<file path="config.mk">
export PLATFORM = sky130hd
export DESIGN_NAME = iter_alu
export DESIGN_NICKNAME = d
export VERILOG_FILES = /design/src/rtl/alu_pkg.sv /design/src/rtl/iter_shifter.sv /design/src/rtl/iter_alu.sv
export SDC_FILE = /design/constraint.sdc
export NUM_CORES = 1
export LEC_CHECK = 0
export CAP_MARGIN = 20
export CORE_ASPECT_RATIO = 1.75
export CORE_MARGIN = 3
export CORE_UTILIZATION = 59
export CTS_BUF_LIST = sky130_fd_sc_hd__clkbuf_8 sky130_fd_sc_hd__clkbuf_16
export DETAILED_ROUTE_END_ITERATION = 7
export GPL_TIMING_DRIVEN = 0
export PLACE_DENSITY = 0.89
export SYNTH_ARGS = -nofsm -noshare
export SYNTH_HDL_FRONTEND = slang
export SYNTH_SLANG_ARGS = --single-unit
</file>
<file path="constraint.sdc">
create_clock -name clk -period 2.6 [get_ports clk]
set_input_delay 0.26 -clock clk [delete_from_list [all_inputs] [get_ports clk]]
set_output_delay 0.26 -clock clk [all_outputs]
set_load 0.05 [all_outputs]
</file>
<file path="src/rtl/alu_pkg.sv">
// Shared definitions for the iterative execute-stage ALU: operation codes,
// FSM states and shift directions.
package alu_pkg;

    localparam logic [3:0] OP_AND = 4'b0000;
    localparam logic [3:0] OP_OR  = 4'b0001;
    localparam logic [3:0] OP_ADD = 4'b0010;
    localparam logic [3:0] OP_XOR = 4'b0011;
    localparam logic [3:0] OP_SLL = 4'b0100;
    localparam logic [3:0] OP_SRL = 4'b0101;
    localparam logic [3:0] OP_SUB = 4'b0110;
    localparam logic [3:0] OP_SRA = 4'b0111;
    localparam logic [3:0] OP_BEQ = 4'b1000;
    localparam logic [3:0] OP_BGE = 4'b1001;
    localparam logic [3:0] OP_BNE = 4'b1010;
    localparam logic [3:0] OP_SLT = 4'b1100;

    typedef enum logic [1:0] {
        ST_IDLE,
        ST_SHIFT,
        ST_DONE
    } state_e;

    typedef enum logic [1:0] {
        SH_LEFT,
        SH_RIGHT_LOG,
        SH_RIGHT_ARITH
    } shdir_e;

    function automatic logic is_shift(input logic [3:0] op);
        return (op == OP_SLL) || (op == OP_SRL) || (op == OP_SRA);
    endfunction

endpackage

</file>
<file path="src/rtl/iter_shifter.sv">
// One-bit-per-cycle shifter: holds the accumulator, remaining count and
// latched direction; data_out is the accumulator after this cycle's shift.
module iter_shifter
    import alu_pkg::*;
#(
    parameter int WIDTH   = 32,
    parameter int SHAMT_W = $clog2(WIDTH)
) (
    input  logic               clk,
    input  logic               reset,
    input  logic               load,
    input  logic [SHAMT_W-1:0] shamt,
    input  shdir_e             dir,
    input  logic [WIDTH-1:0]   data_in,
    output logic [WIDTH-1:0]   data_out,
    output logic               last
);

    logic [WIDTH-1:0]   acc_q, acc_d;
    logic [SHAMT_W-1:0] cnt_q, cnt_d;
    shdir_e             dir_q, dir_d;
    logic [WIDTH-1:0]   acc_shift;

    always_comb begin
        acc_shift = acc_q;
        case (dir_q)
            SH_LEFT:        acc_shift = {acc_q[WIDTH-2:0], 1'b0};
            SH_RIGHT_LOG:   acc_shift = {1'b0, acc_q[WIDTH-1:1]};
            SH_RIGHT_ARITH: acc_shift = {acc_q[WIDTH-1], acc_q[WIDTH-1:1]};
            default:        acc_shift = acc_q;
        endcase
    end

    always_comb begin
        acc_d = acc_q;
        cnt_d = cnt_q;
        dir_d = dir_q;
        if (load) begin
            acc_d = data_in;
            cnt_d = shamt;
            dir_d = dir;
        end else if (cnt_q != '0) begin
            acc_d = acc_shift;
            cnt_d = cnt_q - 1'b1;
        end
    end

    always_ff @(posedge clk or posedge reset) begin
        if (reset) begin
            acc_q <= '0;
            cnt_q <= '0;
            dir_q <= SH_LEFT;
        end else begin
            acc_q <= acc_d;
            cnt_q <= cnt_d;
            dir_q <= dir_d;
        end
    end

    assign data_out = acc_shift;
    // The owner registers data_out on this cycle to capture the final shift.
    assign last     = (cnt_q == {{(SHAMT_W-1){1'b0}}, 1'b1});

endmodule

</file>
<file path="src/rtl/iter_alu.sv">
// Multi-cycle execute ALU: single-cycle logic/arith/compare, iterative shifts,
// result presented through a valid/ready handshake.
module iter_alu
    import alu_pkg::*;
#(
    parameter int WIDTH   = 32,
    parameter int SHAMT_W = $clog2(WIDTH)
) (
    input  logic             clk,
    input  logic             reset,
    input  logic             in_valid,
    output logic             in_ready,
    input  logic [3:0]       operation,
    input  logic [WIDTH-1:0] srca,
    input  logic [WIDTH-1:0] srcb,
    output logic             out_valid,
    input  logic             out_ready,
    output logic [WIDTH-1:0] result,
    output logic             cond,
    output logic             zero,
    output logic             illegal
);

    state_e           state_q, state_d;
    logic [WIDTH-1:0] result_q, result_d;
    logic             cond_q, cond_d;
    logic             illegal_q, illegal_d;

    logic [WIDTH-1:0] alu_res;
    logic             alu_cond;
    logic             alu_ill;
    shdir_e           sh_dir;
    logic             sh_load;
    logic [WIDTH-1:0] sh_data;
    logic             sh_last;
    logic [SHAMT_W-1:0] shamt;

    assign shamt = srcb[SHAMT_W-1:0];

    always_comb begin
        alu_res  = '0;
        alu_cond = 1'b0;
        alu_ill  = 1'b0;
        case (operation)
            OP_AND: alu_res = srca & srcb;
            OP_OR:  alu_res = srca | srcb;
            OP_XOR: alu_res = srca ^ srcb;
            OP_ADD: alu_res = srca + srcb;
            OP_SUB: alu_res = srca - srcb;
            OP_SLT: begin
                alu_cond = $signed(srca) < $signed(srcb);
                alu_res  = {{(WIDTH-1){1'b0}}, alu_cond};
            end
            OP_BEQ: alu_cond = (srca == srcb);
            OP_BNE: alu_cond = (srca != srcb);
            OP_BGE: alu_cond = $signed(srca) >= $signed(srcb);
            OP_SLL, OP_SRL, OP_SRA: alu_ill = 1'b0;
            default: alu_ill = 1'b1;
        endcase
    end

    always_comb begin
        case (operation)
            OP_SLL:  sh_dir = SH_LEFT;
            OP_SRL:  sh_dir = SH_RIGHT_LOG;
            default: sh_dir = SH_RIGHT_ARITH;
        endcase
    end

    always_comb begin
        state_d   = state_q;
        result_d  = result_q;
        cond_d    = cond_q;
        illegal_d = illegal_q;
        sh_load   = 1'b0;
        case (state_q)
            ST_IDLE: begin
                if (in_valid) begin
                    if (is_shift(operation)) begin
                        cond_d    = 1'b0;
                        illegal_d = 1'b0;
                        if (shamt == '0) begin
                            result_d = srca;
                            state_d  = ST_DONE;
                        end else begin
                            sh_load = 1'b1;
                            state_d = ST_SHIFT;
                        end
                    end else begin
                        result_d  = alu_res;
                        cond_d    = alu_cond;
                        illegal_d = alu_ill;
                        state_d   = ST_DONE;
                    end
                end
            end
            ST_SHIFT: begin
                if (sh_last) begin
                    result_d = sh_data;
                    state_d  = ST_DONE;
                end
            end
            ST_DONE: begin
                if (out_ready) state_d = ST_IDLE;
            end
            default: state_d = ST_IDLE;
        endcase
    end

    always_ff @(posedge clk or posedge reset) begin
        if (reset) begin
            state_q   <= ST_IDLE;
            result_q  <= '0;
            cond_q    <= 1'b0;
            illegal_q <= 1'b0;
        end else begin
            state_q   <= state_d;
            result_q  <= result_d;
            cond_q    <= cond_d;
            illegal_q <= illegal_d;
        end
    end

    iter_shifter #(
        .WIDTH   (WIDTH),
        .SHAMT_W (SHAMT_W)
    ) u_shifter (
        .clk      (clk),
        .reset    (reset),
        .load     (sh_load),
        .shamt    (shamt),
        .dir      (sh_dir),
        .data_in  (srca),
        .data_out (sh_data),
        .last     (sh_last)
    );

    assign in_ready  = (state_q == ST_IDLE);
    assign out_valid = (state_q == ST_DONE);
    assign result    = result_q;
    assign cond      = cond_q;
    assign illegal   = illegal_q;
    assign zero      = (result_q == '0);

endmodule

</file>
==> impl_metrics.env, run 1 <==
export IMPL_avgSynthCellArea_um2=7.313
export IMPL_start_util_pct=60.67
export IMPL_syn_area_um2=9771
export IMPL_syn_nets=1512
export IMPL_outcome="aborted with a tool error"
export IMPL_fp_dieW_um=103.3
export IMPL_yosys_warnings=0
export IMPL_port_buffers=107
export IMPL_firstError="[ERROR GRT-0232] Routing congestion too high. Check the congestion heatmap in the GUI."
export IMPL_ys_types=80
export IMPL_synth_seq_cells=75
export IMPL_syn_inst=1336
export IMPL_grt_worst_endpoint="result[29]$_DFFE_PP0P_/D"
export IMPL_gp_congestion=1.106
export IMPL_num_rows=61
export IMPL_die_h_um=176.2
export IMPL_cts_buffer_depth=2
export IMPL_synth_ff_type="dfrtp_1"
export IMPL_cts_sinks=75
export IMPL_htreeDepth=3
export IMPL_async_flop_share_pct=100.0
export IMPL_grt_max_degree=73
export IMPL_synth_edf_count=0
export IMPL_worstEpCategory="register data pin"
export IMPL_grt_remaining_overflow=2
export IMPL_num_io_pins=109
export IMPL_numCtsBuffers=9
export IMPL_lastStage="5_1_grt"
export IMPL_dpl_cell_count=1665
export IMPL_dpl_hpwl_um=33400
export IMPL_grtUsageTotal_pct=63.99
export IMPL_ys_seq_area_share_pct=19.21
export IMPL_cts_root_buf="clkbuf_16"
per-stage QoR:
step,setup WS (ns),setup TNS (ns),area (um^2)
after global placement,-1.194,-108.75,11270
after floorplan,-0.003723,-0.003723,9926
after CTS,-0.004366,-0.004366,12940
after detailed placement,-1.173,-53.34,11310
kinds of logic after synthesis:
family                   Yosys count  share of synthesized area (%)
AND/OR/NAND/NOR                  398                          19.63
AO/OA/AOI/OAI                    524                          35.96
buffers and inverters            198                          8.119
flip-flops                        75                          19.21
XOR/XNOR                          15                          1.345
adder cells (fa/ha/maj)          105                          13.57
multiplexers                      21                          2.164
cell usage after synthesis (all sizes together) (7+ instances only):
| cell | count | share of area (%) |
|---|---|---|
| clkbuf | 72 | 2.8 |
| o22ai | 7 | 0.45 |
| o211ai | 33 | 2.5 |
| or3 | 10 | 0.64 |
| a22o | 11 | 0.99 |
| inv | 100 | 3.9 |
| o21a | 7 | 0.54 |
| a211o | 7 | 0.63 |
| ha | 102 | 13 |
| o21ai | 139 | 7.1 |
| dfrtp | 75 | 19 |
| nor4 | 16 | 1.0 |
| o2111ai | 9 | 0.81 |
| or2 | 9 | 0.58 |
| nand2 | 99 | 3.8 |
| mux2i | 20 | 2.0 |
| nand3 | 25 | 1.3 |
| a21o | 18 | 1.4 |
| nand2b | 26 | 1.7 |
| a221o | 7 | 0.72 |
| o31ai | 17 | 1.5 |
| buf | 23 | 1.3 |
| a31oi | 13 | 0.83 |
| o21bai | 17 | 1.3 |
| xnor2 | 9 | 0.81 |
| nor3 | 33 | 1.7 |
| a211oi | 14 | 1.2 |
| nor2b | 26 | 1.7 |
| a21oi | 118 | 6.0 |
| o221ai | 21 | 1.9 |
| a22oi | 10 | 0.77 |
| a221oi | 37 | 3.5 |
| nand4 | 15 | 1.2 |
| nor2 | 120 | 4.6 |
routing by layer:
| metal | GRT usage [%] | GRT overflow |
|---|---|---|
| met1 | 65.18 | 0 |
| met2 | 83.23 | 1 |
| met3 | 42.94 | 0 |
| met5 | 8.876 | 0 |
| met4 | 61.43 | 1 |
repair_timing:
action	4_1_cts
buffers inserted	70
resized for setup	362
endpoints found under the setup margin	76
pin swaps	76
endpoints found under the hold margin	0
gates cloned	1
hold buffers	0
==> run 2, diff against run 1 <==
--- a/config.mk
+++ b/config.mk
@@ -6,13 +6,11 @@
 export NUM_CORES = 1
 export LEC_CHECK = 0
 export CAP_MARGIN = 20
-export CORE_ASPECT_RATIO = 1.75
 export CORE_MARGIN = 3
-export CORE_UTILIZATION = 59
-export CTS_BUF_LIST = sky130_fd_sc_hd__clkbuf_8 sky130_fd_sc_hd__clkbuf_16
+export CORE_UTILIZATION = 40
 export DETAILED_ROUTE_END_ITERATION = 7
 export GPL_TIMING_DRIVEN = 0
-export PLACE_DENSITY = 0.89
+export PLACE_DENSITY_LB_ADDON = 0.15
 export SYNTH_ARGS = -nofsm -noshare
 export SYNTH_HDL_FRONTEND = slang
 export SYNTH_SLANG_ARGS = --single-unit
==> impl_metrics.env, run 2 <==
export IMPL_finalHoldViolCount=0
export IMPL_ys_seq_area_share_pct=19.21
export IMPL_nFillCells=2216
export IMPL_relSlewSlack_pct=42.72
export IMPL_syn_area_um2=9771
export IMPL_fp_dieArea_um2=26340
export IMPL_synth_seq_cells=75
export IMPL_synth_edf_count=0
export IMPL_path_class="in -> reg"
export IMPL_drtIter0Drc=1493
export IMPL_fin_area_um2=13540
export IMPL_switching_power_w=0.005286
export IMPL_port_buffers=107
export IMPL_tightest_slew_ns=0.8592
export IMPL_fp_dieW_um=162.3
export IMPL_htreeDepth=3
export IMPL_period_share_pct=104.4
export IMPL_synth_ff_type="dfrtp_1"
export IMPL_num_io_pins=109
export IMPL_first_pass_iters=6
export IMPL_fin_nets=1725
export IMPL_diodes=0
export IMPL_clkSlewWorstSetupHoldPaths_ns=0.06
export IMPL_grt_remaining_overflow=0
export IMPL_cts_root_buf="clkbuf_16"
export IMPL_fin_util_pct=57.01
export IMPL_dpl_hpwl_um=34840
export IMPL_syn_nets=1512
export IMPL_grt_pass1_wl_um=70100
export IMPL_crit_chain="clkdlybuf4s50_1 > or2_2 > nor3_2 > buf_4 > clkbuf_4 > a221oi_1 > o211ai_1 > o21ai_0 > o21ai_0"
export IMPL_core_region_area_um2=23750
export IMPL_r2r_start="state_q[1]"
export IMPL_ys_types=80
export IMPL_avgViaCountPerCell=6.530
export IMPL_numCtsBuffers=9
export IMPL_grtUsageTotal_pct=34.35
export IMPL_critPathMaxStageDelay_ns=0.57
export IMPL_ys_top_cells_by_area="dfrtp_1 19%, ha_1 13%, o21ai_0 7.0%, a21oi_1 6.0%, nor2_1 4.6%"
export IMPL_switching_share_pct=51.89
export IMPL_wirelength_um=47040
export IMPL_rsz0062_at_grt="true"
export IMPL_crit_path_top_delay_cell="clkdlybuf4s50_1"
export IMPL_placed_area_um2=11430
export IMPL_worstPathRequired_ns=2.86
export IMPL_fin_crit_ns=2.714
export IMPL_cts_sinks=75
export IMPL_startpoint="operation[2]"
export IMPL_maxCapViolCount=0
export IMPL_antenna_left=0
export IMPL_num_rows=56
export IMPL_syn_inst=1336
export IMPL_p_comb_share_pct=65.1
export IMPL_seq_power_share_pct=23.0
export IMPL_setup_ws_ns=-0.1135
export IMPL_drive_gt1_share_pct=28.44
export IMPL_cp_start_kind="input pin"
export IMPL_drt_wirelength_per_cell_um=25.12
export IMPL_grt_max_degree=47
export IMPL_finalSetupViolCount=4
export IMPL_crit_path_max_fanout=10
export IMPL_yosys_warnings=0
export IMPL_synth_largest_area_cell="dfrtp_1"
export IMPL_drv_slew=0
export IMPL_final_cell_mix="126 x o21ai_0, 112 x buf_4, 111 x nor2_1"
export IMPL_insertion_delay_ns=0.34
export IMPL_violations="negative setup slack"
export IMPL_power_share_clock_pct=11.9
export IMPL_avgSynthCellArea_um2=7.313
export IMPL_power_density_nw_per_um2=752.3
export IMPL_hold_buffers=0
export IMPL_outcome="complete, but fails checks"
export IMPL_path_common_cell="o21ai_0"
export IMPL_crit_arrival_ns=2.98
export IMPL_drc=0
export IMPL_min_path_type="in -> reg"
export IMPL_fmax_mhz=368.5
export IMPL_yosysMostFrequentCell="o21ai_0"
export IMPL_yosys_top_cells_count="137 x o21ai_0, 120 x nor2_1, 118 x a21oi_1, 102 x ha_1, 99 x nand2_1"
export IMPL_cellInternalPower_w=0.004900
export IMPL_final_common_cell="o21ai_0"
export IMPL_cts_tree="yes"
export IMPL_cts_buffer_depth=2
export IMPL_areaGrowthSynthToFinish_pct=38.58
export IMPL_synth_top_cell_area_share_pct=19.21
export IMPL_die_h_um=162.3
export IMPL_cp_end_kind="flop"
export IMPL_peakVddDrop_uv=512.3
export IMPL_vias=12230
export IMPL_start_util_pct=41.13
export IMPL_grt_pass1_vias=11520
export IMPL_antenna_found_initial=3
export IMPL_async_flop_share_pct=100.0
export IMPL_hold_path_startpoint="srca[7]"
export IMPL_power_leakage_nw=5.739
export IMPL_gp_congestion=1.009
export IMPL_skew_ns=0.008186
run 2: cell counts after synthesis:
No cell type changed its count.
run 2: cells by family (layout without fill, tap and decap cells):
family / after synthesis / in the layout / synth area share, %
flops: 75 / 75 / 19.21
simple gates: 398 / 398 / 19.63
mux: 21 / 21 / 2.164
fa+ha+maj: 105 / 105 / 13.57
buf+inv: 198 / 416 / 8.119
compound gates: 524 / 524 / 35.96
xor+xnor: 15 / 15 / 1.345
run 2: final cells by class:
| cell class | instances | area, um^2 | area share [%] |
|---|---|---|---|
| clock buffer | 14 | 264.0 | 1.950 |
| inverter | 103 | 489.2 | 3.613 |
| clock inverter | 2 | 10.01 | 0.07392 |
| sequential | 75 | 1877 | 13.86 |
| multi-input combinational | 1063 | 8257 | 60.98 |
| buffer | 80 | 430.4 | 3.179 |
| tap | 319 | 399.1 | 2.948 |
| timing repair buffer | 217 | 1814 | 13.40 |
run 2: layer usage:
layer | GRT usage [%] | wire length [um] | up-vias
met1 | 48.03 | 19510 | 5928
met3 | 5.356 | 4783 | 144
met4 | 11.59 | 1777 | 4
li1 | - | - | 5354
met5 | 0 | 22 | -
met2 | 54.03 | 20950 | 801
run 2: worst paths after layout:
kind                                             to  cells past startpoint  slack, ns
min in group asynchronous                result[11]                      2       0.27
max in group asynchronous       u_shifter.acc_q[19]                      3       1.76
worst min register to register              illegal                      2       0.51
worst max-delay path                     result[11]                      9      -0.11
worst max register to register           result[11]                      7      -0.04
worst min-delay path             u_shifter.acc_q[7]                      3       0.22
run 2: power by group through the flow:
stage	Sequential [W]	Clock, W	Combinational [W]
after detailed placement	0.00232	0	0.00584
after global routing	0.00241	0.00124	0.00709
after CTS	0.00232	0.00120	0.00625
final	0.00234	0.00121	0.00664
after floorplan	0.00295	0	0.00313
after global placement	0.00231	0	0.00580
run 2: repair_timing:
action	CTS	global route
setup buffers	55	53
endpoints found under the setup margin	76	49
resized for setup	366	212
pin swaps	71	79
run 2: critical path: cells and delay by family:
family / cells / cell delay [ns]
compound gates: 4 / 0.81
buf+inv: 3 / 1.06
simple gates: 2 / 0.82
run 2: through the flow:
stage | TNS (ns) | std cells | hold slack (ns) | total power, W | worst slack, ns
2_1_floorplan | -0.003723 | 1336 | 0.3674 | 0.006077 | -0.003723
3_3_place_gp | -130.13 | 1762 | 0.4739 | 0.008116 | -1.549
3_5_place_dp | -57.93 | 1764 | 0.4858 | 0.008157 | -1.530
4_1_cts | -0.05861 | 1830 | 0.2207 | 0.009766 | -0.02169
5_1_grt | -0.3845 | 1873 | 0.2398 | 0.01074 | -0.1084
6_report | -0.2166 | 1873 | 0.2165 | 0.01019 | -0.1135
No activity file was read; power rests on OpenSTA's default activity.
